`config.mk`:
```
export PLATFORM = sky130hd
export DESIGN_NAME = i2s_tx_flat
export DESIGN_NICKNAME = d
export VERILOG_FILES = /design/src/rtl/i2s_tx_if.sv /design/src/rtl/i2s_tx.sv /design/src/flat_wrapper.sv
export SDC_FILE = /design/constraint.sdc
export NUM_CORES = 1
export LEC_CHECK = 0
export BUFFER_PORTS_ARGS = -buffer_cell sky130_fd_sc_hd__buf_4
export CORE_MARGIN = 2
export CORE_UTILIZATION = 54
export CTS_CLUSTER_SIZE = 16
export DETAILED_ROUTE_END_ITERATION = 10
export GPL_ROUTABILITY_DRIVEN = 1
export PLACE_DENSITY = 0.75
export SLEW_MARGIN = 20
export SYNTH_ARGS = -nofsm -noshare
export SYNTH_HDL_FRONTEND = slang
export SYNTH_SLANG_ARGS = --single-unit
```
`constraint.sdc`:
```
create_clock -name clk -period 2.1 [get_ports clk]
set_input_delay 0.105 -clock clk [delete_from_list [all_inputs] [get_ports clk]]
set_output_delay 0.105 -clock clk [all_outputs]
set_load 0.005 [all_outputs]
```
`src/rtl/i2s_tx_if.sv`:
```
// Sample handshake between the effects pipeline and the I2S transmitter.
// The master drives sample/sample_vld; the transmitter answers with sample_rdy.
interface i2s_tx_if #(
   parameter int unsigned SLEN = 16
);
   logic [SLEN-1:0] sample;
   logic            sample_vld;
   logic            sample_rdy;

   modport master (output sample, output sample_vld, input sample_rdy);
   modport slave  (input sample, input sample_vld, output sample_rdy);
endinterface

```
`src/rtl/i2s_tx.sv`:
```
// I2S transmitter: 2-entry sample FIFO, bclk/lrclk generation from clk, and
// MSB-first serialisation of each mono sample onto both left and right slots.
module i2s_tx #(
   parameter int unsigned SLEN    = 16,
   parameter int unsigned CLK_DIV = 4
) (
   input  logic    clk,
   input  logic    rst_n,
   i2s_tx_if.slave bus,
   output logic    bclk,
   output logic    lrclk,
   output logic    sdata,
   output logic    underrun
);
   localparam int unsigned DIV_W  = (CLK_DIV > 1) ? $clog2(CLK_DIV) : 1;
   localparam int unsigned NSLOT  = 2 * SLEN;
   localparam int unsigned SLOT_W = $clog2(NSLOT);
   localparam int unsigned FRM_W  = 2 * SLEN;

   logic [DIV_W-1:0]  div_cnt;
   logic [SLOT_W-1:0] slot;
   logic [FRM_W-1:0]  shreg;
   logic [SLEN-1:0]   mem [2];
   logic              wr_ptr;
   logic              rd_ptr;
   logic [1:0]        count;

   logic              div_tick_c;
   logic              fall_c;
   logic              load_c;
   logic              push_c;
   logic              pop_c;
   logic              empty_c;
   logic              full_c;
   logic              lr_nxt_c;
   logic [SLOT_W-1:0] slot_nxt_c;
   logic [FRM_W-1:0]  frame_c;

   // Event decode: divider tick, bclk falling event, frame load and FIFO strobes
   always_comb begin
      empty_c    = (count == 2'd0);
      full_c     = (count == 2'd2);
      div_tick_c = (div_cnt == DIV_W'(CLK_DIV - 1));
      fall_c     = div_tick_c && bclk;
      load_c     = fall_c && (slot == SLOT_W'(NSLOT - 1));
      push_c     = bus.sample_vld && !full_c;
      pop_c      = load_c && !empty_c;
      slot_nxt_c = load_c ? '0 : slot + SLOT_W'(1);
      frame_c    = empty_c ? '0 : {mem[rd_ptr], mem[rd_ptr]};
      // lrclk leads each channel's MSB by one slot
      lr_nxt_c   = (slot_nxt_c >= SLOT_W'(SLEN - 1)) && (slot_nxt_c <= SLOT_W'(NSLOT - 2));
   end

   assign bus.sample_rdy = !full_c;

   // Bit-clock divider
   always_ff @(posedge clk or negedge rst_n) begin
      if (!rst_n) begin
         div_cnt <= '0;
         bclk    <= 1'b0;
      end else begin
         div_cnt <= div_tick_c ? '0 : div_cnt + DIV_W'(1);
         bclk    <= bclk ^ div_tick_c;
      end
   end

   // Slot counter, word select and serialiser, all advanced on bclk falling events
   always_ff @(posedge clk or negedge rst_n) begin
      if (!rst_n) begin
         slot     <= SLOT_W'(NSLOT - 1);
         shreg    <= '0;
         lrclk    <= 1'b0;
         sdata    <= 1'b0;
         underrun <= 1'b0;
      end else begin
         underrun <= load_c && empty_c;
         if (fall_c) begin
            slot  <= slot_nxt_c;
            lrclk <= lr_nxt_c;
            if (load_c) begin
               sdata <= frame_c[FRM_W-1];
               shreg <= {frame_c[FRM_W-2:0], 1'b0};
            end else begin
               sdata <= shreg[FRM_W-1];
               shreg <= {shreg[FRM_W-2:0], 1'b0};
            end
         end
      end
   end

   // Two-entry FIFO; simultaneous push and pop leave the count unchanged
   always_ff @(posedge clk or negedge rst_n) begin
      if (!rst_n) begin
         wr_ptr <= 1'b0;
         rd_ptr <= 1'b0;
         count  <= 2'd0;
         mem[0] <= '0;
         mem[1] <= '0;
      end else begin
         if (push_c) begin
            mem[wr_ptr] <= bus.sample;
            wr_ptr      <= ~wr_ptr;
         end
         if (pop_c) begin
            rd_ptr <= ~rd_ptr;
         end
         count <= count + 2'(push_c) - 2'(pop_c);
      end
   end
endmodule

```
`src/flat_wrapper.sv`:
```
// flat-port wrapper written by rule: the top's interface ports become plain ports
module i2s_tx_flat 
#(
   parameter int unsigned SLEN    = 16,
   parameter int unsigned CLK_DIV = 4
)
  (clk, rst_n, bclk, lrclk, sdata, underrun, bus_sample, bus_sample_vld, bus_sample_rdy);
  i2s_tx_if #(.SLEN(SLEN)) bus_i ();
  input  logic clk;
  input  logic rst_n;
  output logic bclk;
  output logic lrclk;
  output logic sdata;
  output logic underrun;
  input wire logic [$bits(bus_i.sample)-1:0] bus_sample;
  input wire logic [$bits(bus_i.sample_vld)-1:0] bus_sample_vld;
  output wire logic [$bits(bus_i.sample_rdy)-1:0] bus_sample_rdy;
  assign bus_i.sample = bus_sample;
  assign bus_i.sample_vld = bus_sample_vld;
  assign bus_sample_rdy = bus_i.sample_rdy;
  i2s_tx #(.SLEN(SLEN), .CLK_DIV(CLK_DIV)) u_core (.clk(clk), .rst_n(rst_n), .bus(bus_i), .bclk(bclk), .lrclk(lrclk), .sdata(sdata), .underrun(underrun));
endmodule
```
Word-level counts from Yosys, hierarchy flattened. Index checks and enable logic that the tools add are counted.

Bits in registers: 79. Word-level logic and storage cells: 50. Bits of input ports: 19. Output and inout port bits: 5.

Reductions and logical operators: 10. Add/subtract/negate cells: 4. Bitwise gates (word level): 5. Mux-type cells: 11. Magnitude comparators: 5. Eq/ne operators: 3.

Operators with widths (number): $mux W16 (4); $mux W32 (2); $bwmux W32 (1); $demux W16 S1 (1); $logic_and A1 B1 Y1 (7); $add A5 B1 Y5 const B (1); $eq A5 B5 Y1 const B (1); $ge A5 B4 Y1 const B (1); $le A5 B5 Y1 const B (1); $mux W5 (1); $eq A2 B2 Y1 const B (2); $ge A2 B2 Y1 const B (2); $not A1 Y2 (2); $add A2 B1 Y2 (1); $add A2 B1 Y2 const B (1); $logic_not A1 Y1 (2); $logic_not A2 Y1 (1); $lt A2 B1 Y1 const B (1); $mux W2 (1); $not A1 Y1 (2); $sub A2 B1 Y2 (1); $mux W1 (1); $xor A1 B1 Y1 (1).

Longest topological paths before layout.
Depth in word-level cells: 6. Gate-level depth with buffers: 11. Mapped depth without buffers: 10.

Worst setup path after synthesis. OpenSTA, ideal clock, no wires.

Path kind: flip-flop to flip-flop. Start point: register u_core.slot[0]. End point: register u_core.count[1]. Clock period less this slack: 2258 ps. Data arrival time: 2178 ps. Path slack: -158 ps. Path buffers: 1. Stages on the path, launching flop included: 12. Data required time: 2020 ps. Setup time: 80 ps. Cell sequence: dfstp_2 > ha_1 > and3_1 > ha_1 > o211ai_2 > buf_6 > inv_1 > ha_1 > inv_1 > ha_1 > xnor2_1 > xnor2_1.

Word-level cells in the longest chain between the ends: 4.

Ends and longest elaborated chain: start: declaration (line i2s_tx.sv:21) `logic [SLOT_W-1:0] slot;`; start signal: assignment (line i2s_tx.sv:70) `slot <= SLOT_W'(NSLOT - 1);`; start signal: assignment (line i2s_tx.sv:78) `slot <= slot_nxt_c;`; $eq A5 B5 Y1 (line i2s_tx.sv:45) `load_c = fall_c && (slot == SLOT_W'(NSLOT - 1));`; $logic_and A1 B1 Y1 (line i2s_tx.sv:45); $logic_and A1 B1 Y1 (line i2s_tx.sv:47) `pop_c = load_c && !empty_c;`; named net u_core.pop_c (line i2s_tx.sv:32) `logic pop_c;`; $sub A2 B1 Y2 (line i2s_tx.sv:107) `count <= count + 2'(push_c) - 2'(pop_c);`; end signal: assignment (line i2s_tx.sv:107); end: declaration (line i2s_tx.sv:26) `logic [1:0] count;`.

The timed path passes the listed nets, and every way through them passes these cells. A chain may end at the register's enable or synchronous reset.

Worst setup path in the final report.
Start point: register u_core.slot[1]. End point: register u_core.count[1].

The elaborated chain is that of the path after synthesis.

==> impl_metrics.ini <==
[status]
status = finished clean

[finish]
antennaDiodeCount = 0
area_delta_synth_final_pct = 18.8
utilization_pct = 65.9
stdcell_area_um2 = 4160
seqCellArea_um2 = 1960
drive_gt1_share_pct = 27.6
fill_cells = 489
fin_nets = 374
multi_input_area_um2 = 1450

[critical_path]
worstSetupEndpointType = flop
critPathKind = flop to flop
r2r_setup_slack_ns = 0.13
cp-start-kind = flop
worst_r2r_startpoint = u_core.slot[1]$_DFFE_PN1P_
path_max_fanout = 6
reg2reg_to = u_core.count[1]$_DFF_PN0_
cp.required_ns = 2.37
crit_start = u_core.slot[1]$_DFFE_PN1P_
critical_path_arrival_ns = 2.24
reg2reg_depth = 10

[detailed_routing]
drt-total-wl_um = 5870
initialDrtViolationCount = 141
drc_errors = 0
drt-pass1-iter-count = 4
final_antenna_net_count = 0
post_drt_via_cell_ratio = 5.38
wl_per_cell_um = 13.7
vias = 2310

[sta]
fin_crit_ns = 1.97
worst-slew-pin-transition_ns = 0.426
hold_viol = 0
timing.fmax_mhz = 507
setup_violations = 0
finalClockSkew_ns = 0.00638
rsz0062_at_grt = false
finalCritPeriodShare_pct = 93.9
drv_slew = 0
setup_tns_ns = 0
maxSlewHeadroom_pct = 71.6

[hold_path]
hp-class = input port to flop
min_to = u_core.wr_ptr$_DFFE_PN0P_
hold_depth = 3
min_from = bus_sample_vld

[floorplan]
start_util_pct = 55.5
fp.dieH_um = 84.5
io_pins = 24
die_w_um = 84.5
rows = 29
core-area_um2 = 6310
dieArea_um2 = 7150

[placed_design]
hpwlAfterDp_um = 3770
placed_area_um2 = 3790
port_buffers = 23
gp_congestion = 0.736

[synth]
synth.top_cells.by_count = dfrtp_1, a21oi_1, nor2_1
async_flop_share_pct = 100
synth_cell_types = 31
yosys.area.top_type = dfrtp_1
synth_edf_count = 0
synth.area.top_cells = dfrtp_1, a21oi_1, mux2_2, nor2_1, mux2i_1
synth.avg_cell_area_um2 = 11.5
synthCells = 304
yosysTopAreaCellShare_pct = 52.2
yosysMostFrequentCell = dfrtp_1
synth-seq-cells = 78
syn_nets = 331
yosysWarnings = 0
synth_top_flop_cell = dfrtp_1
ys_seq_area_share_pct = 55.9
syn_area_um2 = 3500

[grt]
antenna_found_initial = 0
grt_pass1_vias = 2256
top_usage_layer = met2
globalRouteTotalUtil_pct = 18.4
grt_overflow_total = 0
grt_pass1_wl_um = 10500
grt_max_degree = 79
grt_use_met1_pct = 26.4
use_met3_pct = 3.64
gr-usage-met2_pct = 27.6

[power_and_ir_drop]
power.density_nw_per_um2 = 984
ir_worst_vdd_v = 0.000683
p_leak_nw = 1.84

[clock_network]
cts_setup_buffers = 0
path_clk_slew_ns = 0.08
cts-htree-levels = 3
numCtsBuffers = 9
clk_latency_ns = 0.34
cts_num_sinks = 78
cts_tree = done
cts_root_buf = clkbuf_8
clockBufferDepth = 2

[job]
maxCapViolations = 0
worst max-delay path by stage:
stage,endpoint,slack [ns]
after global placement,u_core.count[1]$_DFF_PN0_,0.16
after floorplan,u_core.count[1]$_DFF_PN0_,0.003
final,u_core.count[1]$_DFF_PN0_,0.13
after CTS,u_core.count[1]$_DFF_PN0_,0.12
after global routing,u_core.count[1]$_DFF_PN0_,0.03
after detailed placement,u_core.count[1]$_DFF_PN0_,0.12
stage by stage:
step                      power [mW]  hold WS (ns)  cells  worst slack (ns)
after floorplan                 2.80        -0.191    304           0.00342
after global placement          2.95         0.159    396             0.160
after detailed placement        2.99         0.160    396             0.122
after CTS                       4.13        0.0826    429             0.116
after global routing            4.32        0.0942    429            0.0310
final                           4.09        0.0928    429             0.128
registers in the layout, summed over array words and instances (netlist names), 2 cells and up:
| signal | cells |
|---|---|
| u_core.count | 2 |
| u_core.div_cnt | 2 |
| u_core.mem | 32 |
| u_core.shreg | 31 |
| u_core.slot | 5 |
critical path: stages, from the launching register on:
cell and delay (ns):
dfstp_2 0.59, ha_4 0.15, and3_4 0.18, ha_4 0.17, o211ai_4 0.08, inv_2 0.05, ha_1 0.21, inv_1 0.06
ha_2 0.18, xnor2_2 0.12, xnor2_1 0.12
cell usage in the layout, fill, tap and decap left out:
master / count
mux2i_1: 16
o211ai_4: 1
bufinv_16: 1
dfrtp_1: 73
o22ai_1: 2
o221ai_1: 1
ha_1: 4
ha_2: 2
nand3_4: 1
clkinv_2: 3
clkinvlp_4: 1
buf_4: 30
dfstp_2: 5
nand2_1: 1
a21oi_1: 65
nor2_1: 50
and3_4: 1
nor2_8: 1
mux2_4: 8
nor3_1: 2
o21ai_0: 2
inv_1: 10
inv_2: 1
xnor2_2: 1
nand2_4: 1
nor2b_1: 1
xnor2_1: 5
dlygate4sd3_1: 17
clkinv_4: 1
nand2b_4: 1
clkbuf_8: 10
mux2_2: 25
ha_4: 2
nor3b_1: 1
and3_1: 1
nand3_1: 3
o2111ai_1: 1
buf_12: 1
area by class of cell:
| class | count | share of cell area (%) |
|---|---|---|
| clock buffers | 10 | 3.31 |
| repair buffers | 48 | 9.99 |
| multi-input cells | 199 | 34.8 |
| clock inverters | 6 | 1.47 |
| flip-flops and latches | 78 | 47.1 |
| well taps | 77 | 2.32 |
| inverters | 11 | 0.993 |
cells by family (layout without fill, tap and decap cells):
family / Yosys count / count (layout) / share of synthesized area [%]
DFF: 78 / 78 / 55.9
buffers and inverters: 27 / 75 / 4.18
muxes: 49 / 49 / 16.0
adders and majority gates: 8 / 8 / 2.86
and+or+nand+nor: 64 / 64 / 8.72
AOI/OAI and AO/OA: 72 / 72 / 10.8
xor gates and xnor gates: 6 / 6 / 1.50
power by group:
| group | internal [mW] | switching [mW] | total, mW |
|---|---|---|---|
| Sequential | 1.85 | 0.218 | 2.07 |
| Combinational | 0.569 | 0.336 | 0.905 |
| Clock | 0.577 | 0.540 | 1.12 |
per-layer routing:
| layer | part of all wire (%) | up-vias |
|---|---|---|
| met2 | 46 | 43 |
| met3 | 3.4 | 8 |
| met1 | 49 | 1124 |
| met4 | 1.8 | 0 |
| met5 | 0 | - |
| li1 | - | 1135 |
timing repair:
action                                 in CTS  in global routing
gates resized for setup                     0                  0
endpoints found under the hold margin     103                  0
hold buffers                               17                  0
Note: power is estimated with default switching activity, not from simulation.
